[src/rtl/regfile_bus_pkg.sv]
// Shared types and constants for the register-file side
// of the 4-bit BUSREQ protocol.
package regfile_bus_pkg;

  localparam int DW_DEFAULT = 4;

  localparam logic [3:0] BUSREQ_IDLE      = 4'b0000;
  localparam logic [3:0] BUSREQ_NEXT_OPND = 4'b0011;
  localparam logic [3:0] BUSREQ_READ_REG  = 4'b0001;

  typedef enum logic [1:0] {
    ST_IDLE,
    ST_SEND_IDX,
    ST_SEND_VAL,
    ST_WRITEBACK
  } state_t;

  // True when a 4-bit register index addresses a real register.
  function automatic logic idx_in_range(
    input logic [3:0] a,
    input int         n
  );
    return {1'b0, a} < 5'(n);
  endfunction

endpackage

[src/rtl/regfile_array.sv]
// NREGS x DW register storage: one write port where the core
// writeback beats the host, plus core and host read ports.
module regfile_array
  import regfile_bus_pkg::*;
#(
  parameter int NREGS = 16,
  parameter int DW    = DW_DEFAULT
) (
  input  logic          clk,
  input  logic          rst,
  input  logic          wb_we,
  input  logic [3:0]    wb_addr,
  input  logic [DW-1:0] wb_data,
  input  logic          host_we,
  input  logic [3:0]    host_addr,
  input  logic [DW-1:0] host_wdata,
  input  logic [3:0]    core_raddr,
  output logic [DW-1:0] core_rdata,
  output logic [DW-1:0] host_rdata
);

  localparam int AW = (NREGS > 1) ? $clog2(NREGS) : 1;

  logic [DW-1:0] regs [NREGS];
  logic          we;
  logic [AW-1:0] waddr;
  logic [DW-1:0] wdata;

  // Select the single write: core writeback has priority.
  always_comb begin
    we    = 1'b0;
    waddr = '0;
    wdata = '0;
    if (wb_we && idx_in_range(wb_addr, NREGS)) begin
      we    = 1'b1;
      waddr = wb_addr[AW-1:0];
      wdata = wb_data;
    end else if (host_we && idx_in_range(host_addr, NREGS)) begin
      we    = 1'b1;
      waddr = host_addr[AW-1:0];
      wdata = host_wdata;
    end
  end

  // Storage with asynchronous clear.
  always_ff @(posedge clk or posedge rst) begin
    if (rst) begin
      for (int i = 0; i < NREGS; i++) begin
        regs[i] <= '0;
      end
    end else if (we) begin
      regs[waddr] <= wdata;
    end
  end

  assign core_rdata = idx_in_range(core_raddr, NREGS)
                    ? regs[core_raddr[AW-1:0]] : '0;
  assign host_rdata = idx_in_range(host_addr, NREGS)
                    ? regs[host_addr[AW-1:0]] : '0;

endmodule

[src/rtl/regfile_bus_responder.sv]
// Register-file responder for the core's BUSREQ protocol:
// operand index/value service, result writeback, host access.
module regfile_bus_responder
  import regfile_bus_pkg::*;
#(
  parameter int NREGS = 16,
  parameter int DW    = DW_DEFAULT,
  parameter int WB_EN = 1
) (
  input  logic          clk,
  input  logic          rst,
  input  logic [3:0]    busreq,
  input  logic [DW-1:0] core_result,
  input  logic          core_done,
  output logic [3:0]    opnd_idx,
  output logic [DW-1:0] rd_data,
  output logic          rd_valid,
  input  logic          host_we,
  input  logic [3:0]    host_addr,
  input  logic [DW-1:0] host_wdata,
  output logic [DW-1:0] host_rdata,
  input  logic          host_opnd_we,
  input  logic [3:0]    host_opnd,
  output logic [DW-1:0] last_result,
  output logic          err
);

  state_t        state;
  logic [3:0]    busreq_q;
  logic          done_q;
  logic [3:0]    next_opnd;
  logic [DW-1:0] core_rdata;
  logic          wb_we;
  logic          req_chg;
  logic          done_rise;
  logic          collide;

  assign wb_we     = (state == ST_WRITEBACK) && (WB_EN != 0);
  assign req_chg   = busreq != busreq_q;
  assign done_rise = core_done & ~done_q;
  assign collide   = wb_we && host_we
                   && (host_addr == opnd_idx)
                   && idx_in_range(opnd_idx, NREGS);

  regfile_array #(
    .NREGS (NREGS),
    .DW    (DW)
  ) u_array (
    .clk        (clk),
    .rst        (rst),
    .wb_we      (wb_we),
    .wb_addr    (opnd_idx),
    .wb_data    (core_result),
    .host_we    (host_we),
    .host_addr  (host_addr),
    .host_wdata (host_wdata),
    .core_raddr (opnd_idx),
    .core_rdata (core_rdata),
    .host_rdata (host_rdata)
  );

  // Request FSM; busreq_q/done_q advance only when IDLE accepts,
  // so a change that loses to a done edge stays pending.
  always_ff @(posedge clk or posedge rst) begin
    if (rst) begin
      state       <= ST_IDLE;
      busreq_q    <= '0;
      done_q      <= 1'b0;
      next_opnd   <= '0;
      opnd_idx    <= '0;
      rd_data     <= '0;
      rd_valid    <= 1'b0;
      last_result <= '0;
      err         <= 1'b0;
    end else begin
      rd_valid <= 1'b0;
      if (host_opnd_we) next_opnd <= host_opnd;
      if (collide) err <= 1'b1;
      unique case (state)
        ST_IDLE: begin
          done_q <= core_done;
          if (done_rise) begin
            state <= ST_WRITEBACK;
          end else if (req_chg) begin
            busreq_q <= busreq;
            unique case (1'b1)
              (busreq == BUSREQ_NEXT_OPND): state <= ST_SEND_IDX;
              (busreq == BUSREQ_READ_REG):  state <= ST_SEND_VAL;
              (busreq == BUSREQ_IDLE):      state <= ST_IDLE;
              default:                      err   <= 1'b1;
            endcase
          end
        end
        ST_SEND_IDX: begin
          opnd_idx <= next_opnd;
          state    <= ST_IDLE;
        end
        ST_SEND_VAL: begin
          rd_data  <= core_rdata;
          rd_valid <= 1'b1;
          state    <= ST_IDLE;
        end
        ST_WRITEBACK: begin
          last_result <= core_result;
          state       <= ST_IDLE;
        end
        default: state <= ST_IDLE;
      endcase
    end
  end

endmodule

[config.mk]
export PLATFORM = sky130hd
export DESIGN_NAME = regfile_bus_responder
export DESIGN_NICKNAME = d
export VERILOG_FILES = /design/src/rtl/regfile_bus_pkg.sv /design/src/rtl/regfile_array.sv /design/src/rtl/regfile_bus_responder.sv
export SDC_FILE = /design/constraint.sdc
export NUM_CORES = 1
export LEC_CHECK = 0
export BUFFER_PORTS_ARGS = -buffer_cell sky130_fd_sc_hd__buf_2
export CAP_MARGIN = 20
export CORE_MARGIN = 2
export CORE_UTILIZATION = 60
export CTS_CLUSTER_DIAMETER = 50
export DETAILED_ROUTE_END_ITERATION = 8
export GPL_ROUTABILITY_DRIVEN = 0
export PLACE_DENSITY = 0.92
export RECOVER_POWER = 25
export SLEW_MARGIN = 20
export SYNTH_ARGS = -nofsm -noshare
export SYNTH_HDL_FRONTEND = slang
export SYNTH_SLANG_ARGS = --single-unit
export TNS_END_PERCENT = 5
[constraint.sdc]
create_clock -name clk -period 5 [get_ports clk]
set_clock_uncertainty 0.15 [all_clocks]
set_input_delay 1 -clock clk [delete_from_list [all_inputs] [get_ports clk]]
set_output_delay 1 -clock clk [all_outputs]
set_load 0.005 [all_outputs]
# Word-level counts from Yosys, hierarchy flattened
# Cells that the tools add are included.
# totals
register_bits,89
input_bits,25
out_inout_bits,18
wordCells,78
# classes
order_cmp,4
eq_ne,9
n_mux,25
n_bitwise,6
n_reduce_logical,9
# ops
operator,n
64-bit bitwise mux,1
4-bit 2-to-1 mux,9
4-bit binary-select mux with 4-bit select,2
4-bit demux with 4-bit select,1
"5-bit greater-or-equal comparator, second input constant",3
4-bit NOT with 5-bit output,3
1-bit 2-to-1 mux,8
2-bit case mux with 3 select lines,1
3-bit OR reduction,2
"5-bit by 1-bit less-than comparator with 1-bit output, second input constant",1
"5-bit != test, second input constant",1
"2-bit == test, second input constant",2
"4-bit by 1-bit == test with 1-bit output, second input constant",1
"4-bit by 2-bit == test with 1-bit output, second input constant",1
4-bit == test,1
4-bit logical NOT,1
2-bit 2-to-1 mux,2
4-bit != test,1
2-bit case mux with 2 select lines,1
1-bit logical AND,3
"3-bit != test, second input constant",1
3-bit AND reduction,1
"2-bit by 1-bit == test with 1-bit output, second input constant",1
2-bit logical NOT,1
other kinds (3),4

# Depth between registers and ports, before layout
# Gate-level depths: netlist of the first run.
# depth
ltp_word,8
mapped_depth,7
mapped_depth_nobuf,4

# Cells and area by module
# Synthesis of the first run repeated with hierarchy kept, for this count alone.
# hier_totals
hier_cells,327
hier_area_um2,4949.7
# by_module_without_submodules
mod,n_inst,cells_per_inst,area_each_um2,seq_area_each_um2
regfile_array,1,251,3875.0,1601.5
regfile_bus_responder,1,76,1074.8,625.6

# Worst setup path before layout of the first run
# Ideal clock, no wire load.
# synth_timing
kind,input port to output port
startpoint,input host_addr[0]
endpoint,output host_rdata[1]
arrival_time_ns,2.427
required_ns,3.850
slack_ns,1.423
stages,4
path_buffers,2
cell_sequence,buf_4 buf_2 mux4_2 mux4_2
# synth_between
elab_chain_cells,4
# synth_rtl
element,line_no,source
start: declaration,regfile_bus_responder.sv:19,"input logic [3:0] host_addr,"
4-bit NOT with 5-bit output (not written as such),regfile_array.sv:59,? regs[host_addr[AW-1:0]] : '0;
4-bit binary-select mux with 4-bit select,regfile_array.sv:59,
4-bit 2-to-1 mux (not written as such) (2 in a row),regfile_array.sv:59,
end: declaration,regfile_bus_responder.sv:21,"output logic [DW-1:0] host_rdata,"
# No other way between the ends. The select of a mux whose other input is x is not followed.

# Worst setup path in the final report of the first run
# layout_timing
startpoint,input host_addr[0]
endpoint,output host_rdata[3]
# Same word-level chain as after synthesis.

==> results.md, run 1 <==
- H-tree levels: 3
- Die area: 8870 sq um
- CTS Buf Count: 9
- Hold Fails Final Rpt: 0
- Logic gate share of total power: 37.6%
- Worst-margin pin slew: 2.68 ns
- Minimum clock period: 3.81 ns
- Fin util: 67.8%
- Syn Nets: 364
- Pre-CTS setup slack: 1.18 ns
- Share of flip-flops with an asynchronous set or reset: 100%
- # rows: 32
- MaxCap Viol Count: 1
- # clock sinks: 89
- Synth cell types: 36
- Synth Instances: 339
- Core area: 7810 sq um
- Initial antenna violation count: 0
- Number of global-route vias before repair: 3318
- Buffers on Ports: 42
- Most frequent cell after synthesis: dfrtp_1
- GRT Util Overall: 27.1%
- Hold_buf cts: 0
- Failing checks: capacitance limit, slew limit
- Synth Warn #: 0
- Slew HR: -79.8%
- Synth Area per Inst: 14.4 sq um
- Status: finished, violations left
- First-pass GRT wire length: 17900 um
- Min-delay src: err
- Clk pwr share: 16.1%
- Max clock buf depth: 2
- I/O pins: 43
- Critical Path RT: 3.85 ns
- Psw: 1.03 mW
- Most frequent cells after synthesis: dfrtp_1, mux2_2, mux4_2
- Sw frac: 36.8%
- 1st-pass router iterations: 5
- Largest net degree at the start of global routing: 62
- Sequential Power Share: 46.3%
- Register area: 2230 sq um
- Pleak: 2.31 nW
- Pwr/cell area: 529 nW/um^2
- Peak supply drop: 0.000206 V
- Post-CTS Setup Inserts: 0
- DP HPWL: 7780 um
- Via count: 3183
- DRC: 0
- WL per Instance: 22.5 um
- Die Y: 94.2 um
- Synth Register Bits: 89
- Top cells by area, synth: dfrtp_1, mux2_2, mux4_2, nor4_4, mux2i_1
- Fill cells: 528
- Ant diodes: 0
- Number of synthesized flops with an enable pin: 0
- CP Class: in2out
- Worst Slack Setup Final: 1.19 ns
- Worst-Skew Late Latency: 0.37 ns
- Endpoint type of the worst setup path: primary output
- Count of final setup violators: 0
- Final period utilization: 76.2%
- FF-to-FF Start: state[0]
- Multi-input gate area: 2530 sq um
- Top-area cell type share of the netlist area: 45.6%
- Slew Limit Fails: 62
- Max FO, Critical Path: 18
- Grt total ovfl: 0
- Area grow syn2layout: 8.46%
- CP arrival: 2.66 ns
- Overall routed net length: 10800 um
- Final #Nets: 399
- Area leader, netlist: dfrtp_1
- Pint: 1.77 mW
- RSZ-0062 raised after global routing: no
- Worst setup path start: host_addr[0]
- Initial Utilization: 62.5%
- Chip Width: 94.2 um
- Cell area after synthesis: 4880 sq um
- Fmax: 0.263 GHz
- TNS Setup: 0 ns
- Clock Pin Slew Worst Setup and Hold Paths: 0.09 ns
- Detailed Route Iter0 Violations: 213
- Routed Antenna Nets: 0
- Layout cells sized above 1: 46.6%
- CTS tree: yes
- Post-synthesis sequential area ratio: 45.6%
- Routed vias/inst: 6.63
- CTS root buffer: clkbuf_8
- Post-CTS Resized: 0
- Hold Path Class: reg2reg
- Critical path launch point type: input pin
- Synth Flop Type: dfrtp_1
## power by group through the flow
| stage | clock network, mW | registers, mW | logic (mW) |
|---|---|---|---|
| after floorplan | 0 | 1.16 | 0.864 |
| after global routing | 0.483 | 1.33 | 1.14 |
| after detailed placement | 0 | 1.29 | 1.04 |
| after global placement | 0 | 1.28 | 0.987 |
| final | 0.450 | 1.30 | 1.05 |
| after CTS | 0.453 | 1.28 | 1.05 |
## cells in the final DEF, fill, tap and decap left out, drive strengths merged
cell      Yosys  routed
a21o          1       1
a22oi         4       4
dfrtp        89      89
mux2i        20      20
a22o          4       4
mux4         28      28
a32oi         4       4
o21ai        11      11
nand4         4       4
clkinv        0       2
nand3         6       6
o211ai        1       1
o21a          4       4
nand2        23      23
clkbuf        6      11
nor4         13      13
nand2b        2       2
a21oi         4       4
clkinvlp      0       3
nor2          3       3
and2          3       3
nor2b         4       4
buf          14      43
xnor2         1       1
inv           3       3
xor2          7       7
a211o         1       1
mux2         77      77
or3b          1       1
o41a          1       1
## path summary, 6_finish.rpt
path | to | slack (ns) | cells after the start
worst max register to register | u_array.regs[31] | 1.79 | 4
worst min register to register | err | 0.33 | 1
max in group asynchronous | u_array.regs[1] | 2.15 | 3
worst max-delay path | host_rdata[3] | 1.19 | 4
worst min-delay path | err | 0.33 | 1
min in group asynchronous | next_opnd[2] | 1.22 | 2
## critical path: stages
cell and delay, ns:
buf_2 0.43, mux4_2 0.59, mux4_2 0.49, buf_2 0.15
## layout make-up
cell class / instances / share of cell area (%)
clock buffers: 10 / 2.41
inverters: 3 / 0.236
repair buffers: 44 / 4.23
well taps: 102 / 2.41
clock inverters: 5 / 0.780
multi-input cells: 227 / 47.8
flip-flops and latches: 89 / 42.1
## flip-flops by register name, summed over array words and instances (netlist names)
signal / count
last_result: 4
err: 1
rd_valid: 1
u_array.regs: 64
state: 2
opnd_idx: 4
done_q: 1
busreq_q: 4
next_opnd: 4
rd_data: 4
## kinds of logic (layout without fill, tap and decap cells)
kind of cell	after synthesis	in the layout	synth area share (%)
AOI/OAI and AO/OA	35	35	5.85
xor gates and xnor gates	8	8	1.44
buffers and inverters	23	62	2.46
DFF	89	89	45.6
muxes	125	125	34.8
and+or+nand+nor	59	59	9.82
## per-stage QoR
| stage | instances | power (mW) | area [sq um] | hold slack, ns |
|---|---|---|---|---|
| detailed placement | 465 | 2.33 | 5120 | 0.308 |
| global route | 480 | 2.95 | 5290 | 0.338 |
| finish | 480 | 2.80 | 5290 | 0.326 |
| global placement | 465 | 2.26 | 5120 | 0.303 |
| CTS | 480 | 2.78 | 5290 | 0.329 |
| floorplan | 339 | 2.02 | 4880 | 0.311 |
## per-layer routing
| layer | GRT usage [%] | vias up | share of wire, % |
|---|---|---|---|
| met1 | 36.3 | 1615 | 40 |
| met5 | 0 | - | 0 |
| met4 | 13.0 | 0 | 2.4 |
| li1 | - | 1367 | - |
| met2 | 42.3 | 175 | 49 |
| met3 | 5.70 | 26 | 8.7 |
No activity file was read; power rests on OpenSTA's default activity.
==> run 2, diff against run 1 <==
CORE_UTILIZATION = 54   (was 60)
PLACE_DENSITY = 0.88   (was 0.92)
clock period = 3.2 ns   (was 5 ns; I/O delays follow)
==> run 2 against run 1 <==
Compared with the run above:
- the run still ends with capacitance limit, slew limit left
- cell count rose by 2.3%
- via count rose by 1.4%
- sequential power rose by 54%
- total power rose by 62%
- core utilization fell by 6.1 points
- design area rose by 2.2%
- global-route usage fell by 2.8 points
- critical endpoint is now host_rdata[0]
- clock power rose by 88%
- flip-flop and latch count did not move
==> results.md, run 2 (synthesized netlist as in run 1, its figures left out) <==
- Multi-input gate area: 2530 sq um
- Post-layout power: 4.55 mW
- Max FO, Critical Path: 13
- CP arrival: 2.12 ns
- CTS root buffer: clkbuf_8
- Chip Width: 99.1 um
- Hold Path Class: reg2reg
- Die area: 9810 sq um
- DP HPWL: 7940 um
- Worst-margin pin slew: 1.71 ns
- Final period utilization: 91.0%
- WL per Instance: 22.6 um
- # clock sinks: 89
- Register area: 2230 sq um
- Routed vias/inst: 6.57
- Endpoint type of the worst setup path: primary output
- Layout cells sized above 1: 47.5%
- Routed Antenna Nets: 0
- I/O pins: 43
- Most frequent cells in the layout: dfrtp_1, mux2_2, buf_2
- Count of final setup violators: 0
- H-tree levels: 3
- Peak supply drop: 0.000291 V
- Slew Limit Fails: 39
- Clock Pin Slew Worst Setup and Hold Paths: 0.08 ns
- # rows: 34
- Buffers on Ports: 42
- Largest net degree at the start of global routing: 52
- Worst-Skew Late Latency: 0.37 ns
- Fill cells: 634
- Commonest non-fill, non-tap cell in the layout: dfrtp_1
- Reg with most FFs: u_array.regs
- Post-CTS Resized: 0
- Max clock buf depth: 2
- Critical path launch point type: input pin
- MaxCap Viol Count: 1
- Ant diodes: 0
- Fmax: 0.343 GHz
- Initial Utilization: 55.7%
- Grt total ovfl: 0
- CTS Buf Count: 9
- Die Y: 99.1 um
- 1st-pass router iterations: 6
- Detailed Route Iter0 Violations: 249
- Initial antenna violation count: 0
- DRC: 0
- Hold Fails Final Rpt: 0
- GRT Util Overall: 24.3%
- Fin util: 61.7%
- Post-CTS Setup Inserts: 0
- Pleak: 2.36 nW
- CTS tree: yes
- Largest register FFs: 64
- Number of global-route vias before repair: 3284
- Via count: 3228
- RSZ-0062 raised after global routing: no
- Slew HR: -14.6%
- Hold_buf cts: 0
- Status: finished, violations left
- Final #Nets: 404
- Area grow syn2layout: 10.8%
- Pwr/cell area: 841 nW/um^2
- Overall routed net length: 11100 um
- CP Class: in2out
- Critical Path RT: 2.41 ns
- Failing checks: capacitance limit, slew limit
- First-pass GRT wire length: 18400 um
- TNS Setup: 0 ns
- Minimum clock period: 2.91 ns
- Core area: 8760 sq um
-- run 2: changes by cell type in the layout (fill, tap and decap cells not counted) --
cell        before  now
clkinv_4         2    0
bufinv_16        0    2
clkinvlp_4       2    3
buf_4            2    5
clkbuf_1         2    1
buf_12           0    2
-- run 2: area by class of cell --
type | count | area share (%)
inverter | 3 | 0.231
tap | 108 | 2.50
timing repair buffer | 49 | 5.30
clock inverter | 6 | 1.69
sequential | 89 | 41.2
clock buffer | 9 | 2.29
multi-input combinational | 227 | 46.8
-- run 2: where the power goes --
group / internal [mW] / switching, mW / total [mW]
combinational: 0.936 / 0.768 / 1.70
clock: 0.438 / 0.410 / 0.848
sequential: 1.56 / 0.436 / 2.00
total: 2.94 / 1.61 / 4.55
-- run 2: through the flow --
stage                     hold WS, ns  setup slack [ns]  instance area, sq um  std cells
after floorplan                 0.311             0.103                  4880        339
after global placement          0.304             0.323                  5190        476
after detailed placement        0.314             0.289                  5190        476
after CTS                       0.215             0.294                  5410        491
after global routing            0.345             0.191                  5410        491
final                           0.329             0.288                  5410        491
-- run 2: path summary, 6_finish.rpt --
path / from / end / slack, ns / depth (start not counted)
min in group asynchronous: rst / busreq_q[3] / 0.53 / 2
max reg2reg: state[0] / u_array.regs[47] / 0.37 / 4
max: host_addr[1] / host_rdata[0] / 0.29 / 4
min reg2reg: last_result[1] / last_result[1] / 0.33 / 2
max in group asynchronous: rst / u_array.regs[58] / 1.49 / 3
min: last_result[1] / last_result[1] / 0.33 / 2
-- run 2: worst max-delay path: stages --
cell	delay, ns
buf_2	0.30
mux4_2	0.55
mux4_2	0.48
buf_2	0.14
-- run 2: per-layer routing --
metal | track usage (%) | vias to the layer above | wire [um]
met5 | 0 | - | 0
met4 | 8.11 | 0 | 226
met3 | 5.18 | 23 | 870
met2 | 38.8 | 167 | 5560
met1 | 33.4 | 1662 | 4460
li1 | - | 1376 | -
==> run 3, diff against run 2 <==
CORE_UTILIZATION = 60   (was 54)
PLACE_DENSITY = 0.92   (was 0.88)
clock period = 3.6 ns   (was 3.2 ns; I/O delays follow)
==> run 3 against run 2 <==
Compared with the run above:
- the flow still finishes with violations (capacitance limit, slew limit)
- worst hold slack improved by 0.0043 ns
- design area fell by 1.5%
- clock-buffer cell count grew 1
- die area shrank 9.6%
- critical path type unchanged
==> results.md, run 3 (synthesized netlist as in run 1, its figures left out) <==
- Status: finished, violations left
- Failing checks: capacitance limit, slew limit
- Pre-CTS setup slack: 0.366 ns
- Worst-margin pin slew: 2.27 ns
- Die area: 8870 sq um
- Min-delay src: last_result[3]
- CP max stage delay: 0.60 ns
- Reg2Reg Setup Slack: 0.73 ns
- Routed vias/inst: 6.62
- TNS Setup: 0 ns
- Core area: 7810 sq um
- # rows: 32
- Hold Crit Depth: 2
- DP HPWL: 7990 um
- Endpoint type of the worst setup path: primary output
- Buffers on Ports: 42
- CP arrival: 2.35 ns
- CP Depth: 4
- Slew Limit Fails: 61
- Fmax: 0.311 GHz
- CTS Buf Count: 9
- H-tree levels: 3
- # clock sinks: 89
- Max FO, Critical Path: 18
- Clock Pin Slew Worst Setup and Hold Paths: 0.09 ns
- Slowest library cell on the worst path: mux4_2
- Hold Fails Final Rpt: 0
- Slew HR: -51.1%
- Largest net degree at the start of global routing: 61
- Worst hold margin: 0.333 ns
- WL per Instance: 22.8 um
- Post-CTS Setup Inserts: 0
- FF-to-FF Start: state[1]
- Hold_buf cts: 0
- DRC: 0
- Area grow syn2layout: 9.23%
- Max clock buf depth: 2
- 1st-pass router iterations: 4
- WP buf/inv: 2
- Pwr/cell area: 733 nW/um^2
- Worst Slack Setup Final: 0.383 ns
- R2R cell count: 4
- Chip Width: 94.2 um
- Worst-Skew Late Latency: 0.36 ns
- Count of final setup violators: 0
- Commonest non-fill, non-tap cell in the layout: dfrtp_1
- Routed Antenna Nets: 0
- Peak supply drop: 0.000282 V
- Reg with most FFs: u_array.regs
- Overall routed net length: 11000 um
- Critical R2R Capture: u_array.regs[57]
- Grt total ovfl: 0
- Critical Path RT: 2.73 ns
- Min-Delay Endpoint: last_result[3]
- Detailed Route Iter0 Violations: 243
- CP top delay family: multiplexers
- Final #Nets: 403
- Die Y: 94.2 um
- Post-CTS Resized: 0
- Critical path launch point type: input pin
- Initial Utilization: 62.5%
- Most frequent cells in the layout: dfrtp_1, mux2_2, buf_2
- Fin util: 68.3%
- First-pass GRT wire length: 18200 um
- Layout cells sized above 1: 47.0%
- Number of global-route vias before repair: 3483
- RSZ-0062 raised after global routing: no
- Pleak: 2.34 nW
- MaxCap Viol Count: 1
- Hold Path Class: reg2reg
- Final period utilization: 89.4%
- CP Class: in2out
- GRT Util Overall: 27.4%
- CTS tree: yes
- Via count: 3210
- Initial antenna violation count: 0
- Minimum clock period: 3.22 ns
- CTS root buffer: clkbuf_8
- Largest register FFs: 64
- I/O pins: 43
- Ant diodes: 0
- CP cell instances: buf_2, mux4_2, mux4_2, buf_2
[run 3: changes by cell type in the layout (fill, tap and decap cells not counted), sizes merged]
cell	delta
inv	+2
clkbuf	+1
buf	-1
clkinv	+2
bufinv	-2
clkinvlp	-2
[run 3: routing by layer]
| layer | routed length [um] | vias up | track usage, % |
|---|---|---|---|
| met5 | 0 | - | 0 |
| met4 | 318 | 0 | 13.8 |
| met3 | 691 | 24 | 6.26 |
| met2 | 5660 | 120 | 43.9 |
| met1 | 4380 | 1681 | 35.0 |
| li1 | - | 1385 | - |
[run 3: tightest hold or removal path, cell delays in order, from the launching register on]
cell and delay [ns]:
dfrtp_1 0.35, nand2_1 0.05, nand2_1 0.06
[run 3: area by class of cell]
class / instances / area, sq um
well taps: 102 / 128
fillers: 512 / 2480
flip-flops and latches: 89 / 2230
repair buffers: 48 / 254
clock inverters: 6 / 50.0
clock buffers: 10 / 128
inverters: 3 / 11.3
multi-input cells: 227 / 2530
[run 3: worst max path at each step]
stage                  from             to  slack (ns)
3_5_place_dp   host_addr[0]  host_rdata[3]        0.37
3_3_place_gp   host_addr[0]  host_rdata[3]        0.43
6_report       host_addr[1]  host_rdata[1]        0.38
4_1_cts        host_addr[0]  host_rdata[3]        0.37
2_1_floorplan           rst    busreq_q[0]        0.42
5_1_grt        host_addr[0]  host_rdata[2]        0.31
[run 3: power by group]
group	total, mW	leakage [nW]	switching (mW)	internal, mW
sequential	1.79	1.15	0.404	1.39
combinational	1.47	1.11	0.645	0.826
clock	0.645	0.0835	0.386	0.259
[run 3: per-stage QoR]
| stage | instances | cell area, sq um | power (mW) |
|---|---|---|---|
| after global routing | 485 | 5330 | 4.12 |
| final | 485 | 5330 | 3.91 |
| after detailed placement | 469 | 5150 | 3.24 |
| after floorplan | 339 | 4880 | 2.81 |
| after CTS | 485 | 5330 | 3.89 |
| after global placement | 469 | 5150 | 3.15 |
